===== config.mk =====
export PLATFORM = sky130hd
export DESIGN_NAME = argmax_reader
export DESIGN_NICKNAME = d
export VERILOG_FILES = /design/src/rtl/argmax_reader.sv
export SDC_FILE = /design/constraint.sdc
export NUM_CORES = 1
export LEC_CHECK = 0
export CAP_MARGIN = 30
export CORE_MARGIN = 2
export CORE_UTILIZATION = 46
export CTS_CLUSTER_DIAMETER = 100
export DETAILED_ROUTE_END_ITERATION = 8
export PLACE_DENSITY = 0.66
export SLEW_MARGIN = 40
export SYNTH_ARGS = -nofsm -noshare
export SYNTH_HDL_FRONTEND = slang
export SYNTH_SLANG_ARGS = --single-unit

===== constraint.sdc =====
create_clock -name clk -period 4.05 [get_ports clk]
set_input_delay 1.0125 -clock clk [delete_from_list [all_inputs] [get_ports clk]]
set_output_delay 1.0125 -clock clk [all_outputs]
set_load 0.01 [all_outputs]

===== src/rtl/argmax_reader.sv =====
// Scans the engine's indexed score port after each done rise and reports the
// index and value of the signed maximum as a one-cycle valid pulse.
module argmax_reader #(
    parameter int DATA_WIDTH  = 2,
    parameter int NUM_CLASSES = 10,
    parameter int READ_LAT    = 0
) (
    input  logic                         clk,
    input  logic                         rst,
    input  logic                         done,
    output logic [3:0]                   out_idx,
    input  logic signed [DATA_WIDTH-1:0] out,
    output logic                         busy,
    output logic                         class_valid,
    output logic [3:0]                   class_out,
    output logic signed [DATA_WIDTH-1:0] max_score
);

    localparam logic [3:0] LAST_IDX = 4'(NUM_CLASSES - 1);

    typedef enum logic [1:0] {
        IDLE   = 2'd0,
        SCAN   = 2'd1,
        REPORT = 2'd2
    } state_t;

    state_t                         r_state;
    logic                           r_done_q;
    logic [3:0]                     r_smp_cnt;
    logic                           r_wait;
    logic signed [DATA_WIDTH-1:0]   r_best;
    logic [3:0]                     r_best_idx;

    logic                           w_start;
    logic                           w_take;
    logic signed [DATA_WIDTH-1:0]   w_nxt_best;
    logic [3:0]                     w_nxt_idx;

    assign w_start    = done & ~r_done_q;
    // Strict compare keeps the lowest index on ties.
    assign w_take     = (r_smp_cnt == 4'd0) || (out > r_best);
    assign w_nxt_best = w_take ? out : r_best;
    assign w_nxt_idx  = w_take ? r_smp_cnt : r_best_idx;

    always_ff @(posedge clk) begin
        if (rst) begin
            r_state     <= IDLE;
            r_done_q    <= 1'b0;
            r_smp_cnt   <= 4'd0;
            r_wait      <= 1'b0;
            r_best      <= '0;
            r_best_idx  <= 4'd0;
            out_idx     <= 4'd0;
            busy        <= 1'b0;
            class_valid <= 1'b0;
            class_out   <= 4'd0;
            max_score   <= '0;
        end else begin
            r_done_q    <= done;
            class_valid <= 1'b0;
            case (r_state)
                IDLE: begin
                    out_idx <= 4'd0;
                    if (w_start) begin
                        r_state   <= SCAN;
                        busy      <= 1'b1;
                        r_smp_cnt <= 4'd0;
                        r_wait    <= 1'(READ_LAT);
                    end
                end
                SCAN: begin
                    if (out_idx != LAST_IDX) begin
                        out_idx <= out_idx + 4'd1;
                    end
                    // With a registered source, the first cycle carries no valid data.
                    if (r_wait) begin
                        r_wait <= 1'b0;
                    end else begin
                        r_best     <= w_nxt_best;
                        r_best_idx <= w_nxt_idx;
                        r_smp_cnt  <= r_smp_cnt + 4'd1;
                        if (r_smp_cnt == LAST_IDX) begin
                            r_state     <= REPORT;
                            busy        <= 1'b0;
                            class_valid <= 1'b1;
                            class_out   <= w_nxt_idx;
                            max_score   <= w_nxt_best;
                        end
                    end
                end
                REPORT: begin
                    r_state <= IDLE;
                    out_idx <= 4'd0;
                end
                default: begin
                    r_state <= IDLE;
                    busy    <= 1'b0;
                end
            endcase
        end
    end

endmodule


==> flow_metrics.tcl, run 1 <==
set metrics [dict create \
    r2r_end "class_out[1]" \
    total_power_w 0.000427 \
    yosysWarnings 0 \
    cp-start-kind "input port" \
    grt_usage_pct 15.5 \
    port_buffers 16 \
    synth_common_cells "dfxtp_1 (25), nor2_1 (21), inv_1 (8), o21ai_0 (8), ha_1 (7)" \
    yosys.area_share.adder_pct 8.76 \
    core_area_um2 2500 \
    synth_xor_area_share_pct 1.43 \
    grt_pass1_wl_mm 3.93 \
    ff2ff_path_depth 7 \
    synth-seq-cells 25 \
    cap_violations 0 \
    antenna_found_initial 0 \
    required_ps 4290 \
    path_clk_slew_ps 130 \
    min_path_cells 2 \
    power.leakage_nw 0.535 \
    hp-start "class_out[2]" \
    final_layout_size_suffix_gt1_share_pct 10.6 \
    wl_per_cell_um 12.7 \
    fin_cells 172 \
    worst_pin_slew_ps 709 \
    cts_made_buffers 3 \
    cts_root_buffer "clkbuf_4" \
    utilization_pct 56.4 \
    nets 156 \
    cts_resized 0 \
    rsz0062_at_grt "no" \
    hold_end "class_out[2]" \
    ys_types 37 \
    drt_wl_total_mm 2.18 \
    drc 0 \
    detail_route.vias_per_cell 5.24 \
    synthTopCellsByArea "dfxtp_1 (41%), ha_1 (7.1%), nor2_1 (6.4%), a311oi_2 (4.9%), mux2i_1 (4.1%)" \
    synth_cells 128 \
    hpwl_mm 1.61 \
    grt_pass1_vias 857 \
    clk_latency_ps 320 \
    r2r-start "r_best[0]" \
    routabilityCongestion 0.771 \
    setup_viol 0 \
    start_util_pct 49.1 \
    cts_setup_buffers 0 \
    synthMuxAreaShare_pct 5.91 \
    vias 901 \
    drtAntennaViolNets 0 \
    slew_violations 0 \
    period_needed_ps 2640 \
    cp_max_fo 8 \
    htreeDepth 1 \
    p_per_area_nw_per_um2 303 \
    cts_buffer_depth 2 \
    final_hold_viol_count 0 \
    reg2reg_slack_ps 2210 \
    grt_max_degree 25 \
    cts_tree "yes" \
    hold_buffers 0 \
    syn-cell-area_um2 1230 \
    io_pins 17 \
    setup_tns_ps 0 \
    synth-main-ff-cell "dfxtp_1" \
    ys_seq_area_share_pct 40.7 \
    ir_worst_vdd_v 0.000193 \
    fmax_mhz 379 \
    min_period_over_period_pct 65.1 \
    synth_top_family_by_area "simple AND/OR/NAND/NOR gates" \
    dr.pass1.iters 2 \
    synth-compound-area-share_pct 16.7 \
    hold_path.class "register to register" \
    dp_cells 168 \
    cp.arrival_ps 2880 \
    die_y_um 55.7 \
    yosys.area_share.simple_pct 20.9 \
    synth_most_common_cell "dfxtp_1" \
    slew_headroom_pct 52.6 \
    syn-num-nets 141 \
    cts_sinks 25 \
    synth_top_area_cell "dfxtp_1" \
    antenna_cells 0 \
    die_w_um 55.7 \
    async_flop_share_pct 0 \
    dieArea_um2 3100 \
    drt-initial-drc-count 18 \
    rows 18 \
    synth_top_area_share_pct 40.7 \
    avgSynthCellArea_um2 9.60 \
    synthToLayoutAreaGrowth_pct 14.7 \
    worstSetupPathType "input port to register" \
    synth-edff-count 0 \
    fin_skew_ps 2.60 \
    setup.worst_path.end_class "register" \
    status "completed" \
    grt_overflow 0 \
]
==> layout make-up <==
cell class	count	area (um2)
sequential	25	500
tap	30	37.5
fill	230	1090
inverter	8	30.0
clock buffer	4	26.3
multi-input combinational	89	659
timing repair buffer	16	155
==> flip-flops by register name, summed over array words and instances, names as in the netlist <==
signal	flops
r_best_idx	4
max_score	2
r_smp_cnt	4
busy	1
class_valid	1
r_best	2
out_idx	4
r_done_q	1
r_state	2
class_out	4
==> logic make-up (layout without fill, tap and decap cells) <==
kind of cell / count (synthesis) / after routing
simple gates: 47 / 47
compound gates: 25 / 25
flops: 25 / 25
buf+inv: 14 / 28
fa+ha+maj: 8 / 8
mux: 7 / 7
xor+xnor: 2 / 2
==> stage by stage <==
stage | cell area, um2 | hold WS [ps] | setup WS, ps
floorplan | 1230 | 448 | 1680
global placement | 1390 | 462 | 1110
detailed placement | 1380 | 468 | 1080
CTS | 1410 | 488 | 1410
global route | 1410 | 525 | 1280
finish | 1410 | 488 | 1410
==> layer usage <==
metal | vias to the layer above | share of wire (%) | track usage, % | routed length [um]
met5 | - | 0 | 0 | 0
met4 | 0 | 1.6 | 5.23 | 34
met3 | 5 | 3.4 | 2.56 | 75
met2 | 14 | 45 | 26.0 | 985
met1 | 411 | 50 | 20.2 | 1090
li1 | 471 | - | - | -
==> power breakdown <==
part	switching (W)	total, W	internal (W)
clock network	0.0000732	0.000112	0.0000385
registers	0.00000767	0.000260	0.000252
logic	0.0000328	0.0000560	0.0000231
total	0.000114	0.000427	0.000314
==> worst max-delay path by stage <==
stage	start	endpoint	slack (ps)	depth (start not counted)
after CTS	out[0]	class_out[1]	1410	9
final	out[0]	class_out[1]	1410	9
after global routing	out[0]	class_out[1]	1280	9
after global placement	out[0]	r_best[0]	1110	9
after floorplan	out[0]	r_best[0]	1680	8
after detailed placement	out[0]	r_best[1]	1080	9
==> cells in the final DEF, fill, tap and decap left out <==
| cell | n |
|---|---|
| nor2_4 | 1 |
| mux2_1 | 2 |
| fa_1 | 1 |
| nand3b_1 | 1 |
| and3b_1 | 1 |
| nand2_1 | 6 |
| nor2b_1 | 3 |
| nor3_1 | 4 |
| nand3_1 | 2 |
| o21bai_1 | 1 |
| xor2_1 | 2 |
| nand4b_1 | 1 |
| a22oi_1 | 2 |
| clkdlybuf4s50_1 | 15 |
| inv_1 | 8 |
| a311oi_1 | 1 |
| a21boi_2 | 1 |
| a32oi_1 | 2 |
| nor3b_4 | 1 |
| a31oi_1 | 1 |
| nor2_2 | 1 |
| clkbuf_4 | 3 |
| dfxtp_1 | 25 |
| nand2_2 | 1 |
| mux2i_1 | 5 |
| a311oi_2 | 4 |
| o21ai_0 | 8 |
| nand2b_1 | 2 |
| o21ai_4 | 1 |
| buf_2 | 1 |
| nand3b_4 | 1 |
| nand4_1 | 1 |
| nor2_1 | 21 |
| a21oi_1 | 3 |
| ha_1 | 7 |
| a211oi_1 | 1 |
| clkbuf_1 | 1 |
==> worst max-delay path, stage by stage <==
cell and delay, ps:
clkdlybuf4s50_1 430, inv_1 70, ha_1 140, inv_1 50, fa_1 340, a21boi_2 220
nor2_2 270, nand2_1 110, a311oi_2 230
Power figures use the tool's default switching activity.
==> run 2: changes to the inputs <==
--- a/config.mk
+++ b/config.mk
@@ -10,7 +10,7 @@
 export CORE_UTILIZATION = 46
 export CTS_CLUSTER_DIAMETER = 100
 export DETAILED_ROUTE_END_ITERATION = 8
-export PLACE_DENSITY = 0.66
+export PLACE_DENSITY = 0.69
 export SLEW_MARGIN = 40
 export SYNTH_ARGS = -nofsm -noshare
 export SYNTH_HDL_FRONTEND = slang
==> constraint.sdc (replaced) <==
create_clock -name clk -period 2.3 [get_ports clk]
set_input_delay 0.575 -clock clk [delete_from_list [all_inputs] [get_ports clk]]
set_output_delay 0.575 -clock clk [all_outputs]
set_load 0.01 [all_outputs]
==> run 2 against run 1 <==
Effect of this change:
- core utilization up 3.1 points
- clock power grew 70%
- critical path depth stayed put
- combinational power grew 110%
- critical path type unchanged
- highest routed layer unchanged
==> flow_metrics.tcl, run 2 (same netlist as run 1, synthesis figures left out) <==
set metrics [dict create \
    dr.pass1.iters 4 \
    grt_max_degree 15 \
    cts_tree "yes" \
    dp_cells 176 \
    required_ps 2520 \
    core_area_um2 2500 \
    path_clk_slew_ps 130 \
    antenna_cells 0 \
    clk_latency_ps 320 \
    grt_pass1_vias 940 \
    ff2ff_path_depth 7 \
    detail_route.vias_per_cell 5.20 \
    status "completed" \
    die_w_um 55.7 \
    register_area_um2 500 \
    cts_made_buffers 3 \
    crit_path_frequent_cell "inv_1" \
    p_per_area_nw_per_um2 516 \
    min_path_cells 2 \
    grt_pass1_wl_mm 4.04 \
    die_y_um 55.7 \
    cp_max_fo 7 \
    r2r-start "r_best[0]" \
    worst_pin_slew_ps 362 \
    cpMaxStageDelayCell "clkdlybuf4s50_1" \
    htreeDepth 1 \
    cts_sinks 25 \
    power.leakage_nw 0.580 \
    min_period_over_period_pct 92.3 \
    cts_buffer_depth 2 \
    drt_wl_total_mm 2.23 \
    cts_root_buffer "clkbuf_4" \
    fmax_mhz 471 \
    cts_setup_buffers 0 \
    io_pins 17 \
    n_fill_cell 215 \
    utilization_pct 59.5 \
    fin_skew_ps 8.50 \
    reg2reg_slack_ps 540 \
    start_util_pct 49.1 \
    grt_overflow 0 \
    cp-startpoint "out[0]" \
    hpwl_mm 1.73 \
    drt-initial-drc-count 22 \
    nets 164 \
    dieArea_um2 3100 \
    final_layout_size_suffix_gt1_share_pct 14.7 \
    antenna_found_initial 0 \
    cp-endpoint "r_best_idx[1]" \
    layout_commonest_cell "dfxtp_1" \
    wl_per_cell_um 12.4 \
    r2r_end "r_best_idx[1]" \
    slew_violations 0 \
    final_cell_mix "dfxtp_1 (25), nor2_1 (21), clkdlybuf4s50_1 (16)" \
    drtAntennaViolNets 0 \
    worstPathCellList "clkdlybuf4s50_1 > inv_1 > ha_1 > inv_1 > fa_1 > a21boi_4 > o21ai_4 > mux2i_1 > nor2_1" \
    slew_headroom_pct 75.8 \
    ir_worst_vdd_v 0.000432 \
    vias 936 \
    cap_violations 0 \
    setup.worst_path.end_class "register" \
    synthToLayoutAreaGrowth_pct 21.0 \
    max_stage_delay_ps 430 \
    final_hold_viol_count 0 \
    hold_path.class "register to register" \
    rows 18 \
    rsz0062_at_grt "no" \
    routabilityCongestion 0.803 \
    port_buffers 16 \
    cp-start-kind "input port" \
    drc 0 \
    worstSetupPathType "input port to register" \
    cp.arrival_ps 2350 \
    pre_cts_ws_ps -190 \
    setup_tns_ps 0 \
    multiInputGateArea_um2 672 \
    period_needed_ps 2120 \
    grt_usage_pct 15.9 \
    setup_ws_ps 177 \
    fin_cells 180 \
    setup_viol 0 \
]
-- run 2: cell count changes in the layout (fill, tap and decap cells not counted), sizes merged --
cell	delta
buf	+7
clkdlybuf4s50	+1
-- run 2: power breakdown --
group | leakage, nW | switching, W | internal (W)
logic | 0.362 | 0.0000622 | 0.0000563
registers | 0.203 | 0.0000141 | 0.000444
clock network | 0.0150 | 0.000122 | 0.0000678
-- run 2: cell type report --
class,count,share of cell area [%]
multi-input cells,89,45.2
flip-flops and latches,25,33.7
repair buffers,24,14.8
well taps,30,2.53
inverters,8,2.02
clock buffers,4,1.77
-- run 2: how the worst min path moves through the flow --
stage	start	to	slack, ps
finish	class_out[2]	class_out[2]	480
global route	class_out[2]	class_out[2]	520
CTS	class_out[2]	class_out[2]	490
detailed placement	class_out[2]	class_out[2]	470
global placement	class_out[2]	class_out[2]	460
floorplan	r_best_idx[2]	class_out[2]	450
-- run 2: per-layer routing --
layer / GRT usage, % / wire length [um] / vias to the layer above
met5: 0 / 0 / -
met4: 3.48 / 17 / 0
li1: - / - / 484
met1: 20.7 / 1030 / 426
met2: 26.0 / 1080 / 24
met3: 4.88 / 103 / 2
-- run 2: critical path: cells and delay by family --
kind | cells | cell delay (ps)
compound gates | 2 | 440
fa+ha+maj | 2 | 500
buf+inv | 3 | 550
mux | 1 | 230
simple gates | 1 | 60
-- run 2: stage by stage --
stage	cell area [um2]	power (W)	hold WS [ps]
3_3_place_gp	1450	0.000578	461
6_report	1490	0.000767	484
2_1_floorplan	1230	0.000540	448
5_1_grt	1490	0.000810	521
3_5_place_dp	1450	0.000580	468
4_1_cts	1470	0.000773	487
-- run 2: timing repair --
action,4_1_cts,5_1_grt
hold buffers,0,0
setup endpoints to repair,0,1
gates resized for setup,0,2
==> run 3: changes to the inputs <==
--- a/config.mk
+++ b/config.mk
@@ -5,12 +5,13 @@
 export SDC_FILE = /design/constraint.sdc
 export NUM_CORES = 1
 export LEC_CHECK = 0
+export ABC_AREA = 1
 export CAP_MARGIN = 30
 export CORE_MARGIN = 2
 export CORE_UTILIZATION = 46
 export CTS_CLUSTER_DIAMETER = 100
 export DETAILED_ROUTE_END_ITERATION = 8
-export PLACE_DENSITY = 0.69
+export PLACE_DENSITY = 0.68
 export SLEW_MARGIN = 40
 export SYNTH_ARGS = -nofsm -noshare
 export SYNTH_HDL_FRONTEND = slang
==> run 3 against run 2 <==
Effect of this change:
- core utilization is 3.5 points lower
- flip-flop and latch count did not move
- final cell count rose by 35%
- via count up 27%
- total power up 4.2%
- die area up 10%
- sequential share of layout area is 1.5 points lower
- clock power hardly changed
- first-iteration DRC count increased by 120%
- hold slack improved by 56 ps
- area after synthesis up 11%
==> flow_metrics.tcl, run 3 <==
set metrics [dict create \
    grt_pass1_vias 1087 \
    hold_buffers 0 \
    path_clk_slew_ps 120 \
    top_layer "met4" \
    fin_skew_ps 3.30 \
    cp-start-kind "input port" \
    io_pins 17 \
    synth_common_cells "nand2_1 (43), inv_1 (36), nand3_1 (26)" \
    stdcell_area_um2 1560 \
    met2WireLength_mm 1.29 \
    period_needed_ps 2030 \
    cts_sinks 25 \
    cts_root_buffer "clkbuf_4" \
    ir_worst_vdd_v 0.000371 \
    synth-seq-cells 25 \
    synthTopCellsByArea "dfxtp_1 (37%), nand2_1 (12%), inv_1 (9.9%), nand3_1 (9.6%), nor2_1 (6.9%)" \
    required_ps 2530 \
    cts_made_buffers 3 \
    wl_met3_um 105 \
    nets 226 \
    vias 1189 \
    setup_tns_ps 0 \
    synth_cells 195 \
    worstSetupPathType "input port to register" \
    worst_pin_slew_ps 560 \
    total_power_w 0.000799 \
    hold_slack_ps 541 \
    port_buffers 16 \
    synth_top_area_share_pct 36.7 \
    detail_route.vias_per_cell 4.89 \
    syn-cell-area_um2 1360 \
    placed_area_um2 1530 \
    setup_viol 0 \
    avgSynthCellArea_um2 6.99 \
    setup_ws_ps 273 \
    hpwl_mm 1.94 \
    cp.arrival_ps 2260 \
    syn-num-nets 208 \
    synth_top_area_cell "dfxtp_1" \
    die_y_um 58.4 \
    ys_types 22 \
    antenna_found_initial 0 \
    cts_setup_buffers 0 \
    antenna_cells 0 \
    fmax_mhz 493 \
    routabilityCongestion 0.792 \
    grt_pass1_wl_mm 4.54 \
    wl_per_cell_um 10.8 \
    cts_resized 0 \
    yosysWarnings 0 \
    cts_buffer_depth 2 \
    synthToLayoutAreaGrowth_pct 14.1 \
    slew_violations 0 \
    wirelength_met1_mm 1.17 \
    cts_tree "yes" \
    final_cell_mix "nand2_1 (43), inv_1 (36), nand3_1 (26)" \
    die_w_um 58.4 \
    drtAntennaViolNets 0 \
    clk_latency_ps 310 \
    cp_max_fo 6 \
    dr.pass1.iters 4 \
    async_flop_share_pct 0 \
    dieArea_um2 3410 \
    power.leakage_nw 0.733 \
    final_hold_viol_count 0 \
    core_area_um2 2780 \
    drt_wl_total_mm 2.62 \
    rows 19 \
    synth_most_common_cell "nand2_1" \
    status "completed" \
    synth-edff-count 0 \
    drc 0 \
    pre_cts_ws_ps -48.1 \
    setup.worst_path.end_class "register" \
    cap_violations 0 \
    start_util_pct 49.0 \
    grt_max_degree 23 \
    slew_headroom_pct 62.6 \
    register_area_um2 500 \
    hold_path.class "register to register" \
    grt_overflow 0 \
    layout_commonest_cell "nand2_1" \
    drt-initial-drc-count 49 \
    rsz0062_at_grt "no" \
    htreeDepth 1 \
    grt_usage_pct 17.0 \
    min_period_over_period_pct 88.1 \
    p_per_area_nw_per_um2 513 \
    final_layout_size_suffix_gt1_share_pct 7.55 \
    synth-main-ff-cell "dfxtp_1" \
    n_fill_cell 286 \
    multiInputGateArea_um2 668 \
    ys_seq_area_share_pct 36.7 \
]
## run 3: cell count changes after synthesis, moves of 4 or more
cell      change
a21oi_1       +9
a311oi_2      -4
inv_1        +28
mux2i_1       -5
nand2_1      +37
nand3_1      +24
nor2_1        +4
nor3_1        -4
o21ai_0       -7
## run 3: cell type report
class | count | area share [%]
clock buffer | 4 | 1.69
inverter | 37 | 8.93
multi-input combinational | 127 | 43.0
sequential | 25 | 32.2
tap | 31 | 2.49
timing repair buffer | 19 | 11.7
## run 3: logic make-up after synthesis
kind of cell,after synthesis,share of synthesized area (%)
buf+inv,43,14.2
fa+ha+maj,8,7.90
xor+xnor,1,0.643
simple gates,103,34.4
compound gates,15,6.06
flops,25,36.7
## run 3: critical path, stage by stage
cell and delay (ps):
clkdlybuf4s50_1 420, inv_1 70, ha_1 150, inv_1 50, fa_1 350, nand2_1 180
nand2_1 140, nand2_1 120, nand3_1 80, nand2_1 80, inv_1 30
## run 3: worst paths after layout
path,from,end,slack (ps),cells past startpoint
worst max register to register,r_best[0],r_best_idx[1],620,9
worst max-delay path,out[0],r_best_idx[1],270,11
worst min register to register,class_out[0],class_out[0],540,4
worst min-delay path,class_out[0],class_out[0],540,4
## run 3: metal layers
metal | global-route usage [%] | up-vias
met1 | 20.1 | 529
met5 | 0 | -
li1 | - | 633
met2 | 30.8 | 21
met3 | 2.86 | 6
met4 | 5.98 | 0
## run 3: through the flow
stage	util, %	cells
after floorplan	-	195
after global placement	55.0	239
after detailed placement	55.0	239
after CTS	55.9	243
after global routing	55.9	243
final	55.9	243
## run 3: where the power goes
| group | internal, W | switching (W) | leakage (nW) | total [W] |
|---|---|---|---|---|
| logic | 0.0000543 | 0.0000838 | 0.514 | 0.000138 |
| registers | 0.000451 | 0.0000177 | 0.204 | 0.000469 |
| clock network | 0.0000678 | 0.000124 | 0.0150 | 0.000192 |
| total | 0.000573 | 0.000226 | 0.733 | 0.000799 |
